--- src/rtl/boolean_exp_solver.sv ---
// rtl/boolean_exp_solver.sv - inverse search over the 4-input team function.
// Optional macro BOOLEAN_EXP_SOLVER_EARLY_EXIT_EN ends the sweep at the first hit.
module boolean_exp_solver (
  input  logic       clk,
  input  logic       rst,
  input  logic       start,
  input  logic [4:0] target,
  input  logic [4:0] mask,
  output logic       busy,
  output logic       match_valid,
  output logic [3:0] match_abcd,
  output logic [4:0] match_count,
  output logic       done
);

  typedef enum logic [1:0] {IDLE, SCAN, DONE} state_e;

  state_e     state_q, state_d;
  logic [3:0] idx_q, idx_d;
  logic [4:0] target_q, target_d;
  logic [4:0] mask_q, mask_d;
  logic       valid_q, valid_d;
  logic [3:0] abcd_q, abcd_d;
  logic [4:0] count_q, count_d;
  logic       done_q, done_d;

  logic       a, b, c, d;
  logic [4:0] y;
  logic       hit;
  logic       last;

  assign {a, b, c, d} = idx_q;

  // y = {Y5,Y4,Y3,Y2,Y1} for the candidate currently indexed by idx_q
  always_comb begin
    y    = 5'd0;
    y[0] = (a ^ b) & (c | ~d);
    y[1] = ~((a & b) | (c & ~d));
    y[2] = (a & b) | (b & c) | (a & c);
    y[3] = (a & (~b | c)) ^ (d & (b | ~c));
    y[4] = ~((a | b) ^ (c & ~d));
  end

  assign hit = (((y ^ target_q) & mask_q) == 5'd0);

`ifdef BOOLEAN_EXP_SOLVER_EARLY_EXIT_EN
  assign last = (idx_q == 4'd15) || hit;
`else
  assign last = (idx_q == 4'd15);
`endif

  always_comb begin
    state_d  = state_q;
    idx_d    = idx_q;
    target_d = target_q;
    mask_d   = mask_q;
    valid_d  = 1'b0;
    abcd_d   = abcd_q;
    count_d  = count_q;
    done_d   = 1'b0;
    case (state_q)
      IDLE: begin
        if (start) begin
          state_d  = SCAN;
          idx_d    = 4'd0;
          target_d = target;
          mask_d   = mask;
          count_d  = 5'd0;
        end
      end
      SCAN: begin
        valid_d = hit;
        if (hit) begin
          abcd_d = idx_q;
        end
        count_d = count_q + {4'd0, hit};
        idx_d   = idx_q + 4'd1;
        if (last) begin
          state_d = DONE;
          done_d  = 1'b1;
        end
      end
      DONE: begin
        state_d = IDLE;
      end
      default: begin
        state_d = IDLE;
      end
    endcase
  end

  always_ff @(posedge clk) begin
    if (rst) begin
      state_q  <= IDLE;
      idx_q    <= 4'd0;
      target_q <= 5'd0;
      mask_q   <= 5'd0;
      valid_q  <= 1'b0;
      abcd_q   <= 4'd0;
      count_q  <= 5'd0;
      done_q   <= 1'b0;
    end else begin
      state_q  <= state_d;
      idx_q    <= idx_d;
      target_q <= target_d;
      mask_q   <= mask_d;
      valid_q  <= valid_d;
      abcd_q   <= abcd_d;
      count_q  <= count_d;
      done_q   <= done_d;
    end
  end

  assign busy        = (state_q != IDLE);
  assign match_valid = valid_q;
  assign match_abcd  = abcd_q;
  assign match_count = count_q;
  assign done        = done_q;

endmodule

--- config.mk ---
export PLATFORM = sky130hd
export DESIGN_NAME = boolean_exp_solver
export DESIGN_NICKNAME = d
export VERILOG_FILES = /design/src/rtl/boolean_exp_solver.sv
export SDC_FILE = /design/constraint.sdc
export NUM_CORES = 1
export LEC_CHECK = 0
export ABC_CLOCK_PERIOD_IN_PS = 2200
export BUFFER_PORTS_ARGS = -buffer_cell sky130_fd_sc_hd__buf_2
export CAP_MARGIN = 25
export CORE_MARGIN = 5
export CORE_UTILIZATION = 51
export CTS_BUF_LIST = sky130_fd_sc_hd__clkbuf_2 sky130_fd_sc_hd__clkbuf_4 sky130_fd_sc_hd__clkbuf_8
export CTS_CLUSTER_SIZE = 8
export DETAILED_ROUTE_END_ITERATION = 10
export PLACE_DENSITY = 0.78
export SLEW_MARGIN = 20
export SYNTH_ARGS = -nofsm -noshare
export SYNTH_HDL_FRONTEND = slang
export SYNTH_SLANG_ARGS = --single-unit
--- constraint.sdc ---
create_clock -name clk -period 2.2 [get_ports clk]
set_input_delay 0.22 -clock clk [delete_from_list [all_inputs] [get_ports clk]]
set_output_delay 0.22 -clock clk [all_outputs]
set_load 0.05 [all_outputs]
==> run metrics <==
Final WS setup -78.8 ps; Die Ht 60 um; worst skew pair latency 340 ps; core area 2430 um^2; hold_buf cts 0; gpl congestion 0.902; Setup crit end match_count[4]; syn_area_per_cell 8.07 um^2; Pre-antenna DRT Iters 4; post-synthesis instance total 158; Via density 5.34; CTS tree done; first-pass GRT wire length 4.89 mm; pwr/cell area 547 nW/um^2; Req. time, crit path 2430 ps; dpl hpwl 2.06 mm; Maximum Capacitance Violations 0; area of the multi-input gates 795 um^2; Register Area 551 um^2; fill cell instance count of the final layout 190; Post-Syn Nets 178; Peak supply drop 0.434 mV; Post-synth EDFFs 0; DRC violations left 0; register area share after synthesis 0.424; I/O Pins 25; fin. max-slew vios 0; nature of the critical path startpoint register; status complete, but fails checks; Syn. warnings 0; number of distinct library cells after synthesis 29; TritonCTS Sinks 27; Setup TNS -180 ps; synthesis-to-layout area growth 30.2%; overall routing resource usage 0.182; Design Area, Final 1660 um^2; worst-path fanout max 4; Crit-path slowest cell or3_4; Final setup viols 3; placed insts 214; Cell Area, Placed 1480 um^2; r2r startpoint idx_q[1]; Pleak 0.674 nW; R2R depth 11; critical-path cell list buf_6 > buf_4 > a32o_2 > or3_4 > a21boi_4 > nor2_2 > ha_2 > ha_4 > nand4_1 > or2_4 > a21oi_2; kind of critical path reg -> reg; crit path time final 2280 ps; critical path startpoint idx_q[1]; Cell Area, Synth 1270 um^2; Top FF cell, synth dfxtp_1; die area 3600 um^2; minimum hold slack 93.8 ps; PortBufs 24; min-delay src mask[4]; largest net degree at the start of global routing 32; crit-path max cell delay 390 ps; Vias 1,186; Clock Tree Root clkbuf_4; # rows 18; # diodes 0; max_slew headroom 0.661; Post-synth ARST share 0; number of DRC markers in iteration 0 55; Critical Path AT 2510 ps; Final Hold Violating Endpoints 0; Final ANT Viol Nets 0; Setup crit end kind register; fmax 439 MHz; Num CTS Buffers 3; width of the chip 60 um; FF-to-FF setup slack -80 ps; clock tree buffer depth 2; ratio of cells with drive above 1 in the final layout 0.349; initial antenna violation count 0; WL final 3.00 mm; htree depth 1; Net count, final 213; flops & latches, synth 27; hold crit path type in -> reg; total grt overflow 0; violated checks setup timing; Initial Util 0.524; clock skew 16.3 ps; unrepaired setup endpoints after global routing true; Slew @ Worst Pin 509 ps; Clock Pin Slew Worst Setup and Hold Paths 150 ps; FF-to-FF End match_count[4]; routed length per instance 13.5 um; Tcrit/Tclk final 1.04; fin cells 222; vias in the first global route 1,126
cell families after synthesis:
| logic type | after synthesis | synth area share |
|---|---|---|
| flops | 27 | 0.424 |
| simple gates | 72 | 0.266 |
| xor+xnor | 6 | 0.0412 |
| buf+inv | 12 | 0.0353 |
| fa+ha+maj | 7 | 0.0687 |
| compound gates | 30 | 0.133 |
| mux | 4 | 0.0314 |
cell usage after synthesis, types with 2 or more instances:
| master | n | area, um^2 |
|---|---|---|
| a21oi_1 | 22 | 110 |
| clkbuf_1 | 7 | 26.3 |
| dfxtp_1 | 27 | 541 |
| ha_1 | 7 | 87.6 |
| inv_1 | 5 | 18.8 |
| mux2i_1 | 4 | 40.0 |
| nand2_1 | 29 | 109 |
| nand2b_1 | 9 | 56.3 |
| nand3_1 | 8 | 40.0 |
| nor2_1 | 13 | 48.8 |
| nor3_1 | 4 | 20.0 |
| or2b_1 | 2 | 15.0 |
| xnor2_1 | 5 | 43.8 |
cells in the final DEF, fill, tap and decap left out, types with 2 or more instances in the layout:
cell / netlist / routed
nor2_2: 0 / 2
dfxtp_4: 0 / 2
dfxtp_1: 27 / 23
clkbuf_4: 0 / 3
xnor2_2: 0 / 2
dfxtp_2: 0 / 2
nand3_1: 8 / 6
inv_1: 5 / 3
mux2i_1: 4 / 4
ha_1: 7 / 3
or2b_1: 2 / 2
nand2_1: 29 / 28
nor3_1: 4 / 4
buf_4: 0 / 10
ha_4: 0 / 2
a21oi_1: 22 / 21
nand2b_1: 9 / 8
inv_2: 0 / 2
buf_6: 0 / 3
nand3_2: 0 / 2
nor2_1: 13 / 11
ha_2: 0 / 2
buf_2: 0 / 24
xnor2_1: 5 / 3
what timing repair did:
item | CTS | global route
resized for setup | 14 | 15
pin swaps | 9 | 18
setup endpoints to repair | 2 | 7
setup buffers | 3 | 2
per-layer routing:
layer / global-route usage / up-vias / wire, um
met1: 0.205 / 544 / 1250
li1: - / 594 / -
met4: 0.120 / 0 / 111
met2: 0.307 / 36 / 1490
met5: 0 / - / 0
met3: 0.0367 / 12 / 152
metrics by stage:
stage / total power, W / utilization / setup slack (ps)
3_5_place_dp: 0.000678 / 0.608 / -124
3_3_place_gp: 0.000672 / 0.608 / 31.1
2_1_floorplan: 0.000633 / - / 26.1
6_report: 0.000908 / 0.683 / -78.8
5_1_grt: 0.000957 / 0.683 / -164
4_1_cts: 0.000905 / 0.654 / -47.1
power breakdown:
part           internal (W)  total (W)  switching (W)
clock             0.0000698   0.000219       0.000149
combinational     0.0000682   0.000170       0.000101
sequential         0.000506   0.000520      0.0000133
total              0.000644   0.000908       0.000263
area by class of cell:
cell class | instances | area share
multi-input cells | 119 | 0.479
flip-flops and latches | 27 | 0.332
repair buffers | 37 | 0.138
well taps | 30 | 0.0226
clock buffers | 3 | 0.0136
inverters | 5 | 0.0113
clock inverters | 1 | 0.00452
critical path, delay by kind of cell (launching register included):
| kind | cells | cell delay, ps |
|---|---|---|
| flip-flops | 1 | 380 |
| adder cells (fa/ha/maj) | 2 | 370 |
| AO/OA/AOI/OAI | 3 | 470 |
| buffers and inverters | 2 | 250 |
| AND/OR/NAND/NOR | 4 | 690 |
worst min-delay path by stage:
stage / depth (start not counted) / to / slack [ps]
detailed placement: 2 / mask_q[4] / 450
finish: 3 / mask_q[4] / 90
global placement: 2 / mask_q[3] / 440
global route: 3 / mask_q[4] / 80
floorplan: 2 / mask_q[3] / 360
CTS: 3 / mask_q[4] / 80
registers in the layout, indices dropped and copies added, names as in the netlist:
register,count
target_q,5
done,1
match_count,5
match_valid,1
match_abcd,4
idx_q,4
state_q,2
mask_q,5
(Power assumes the default switching activity.)
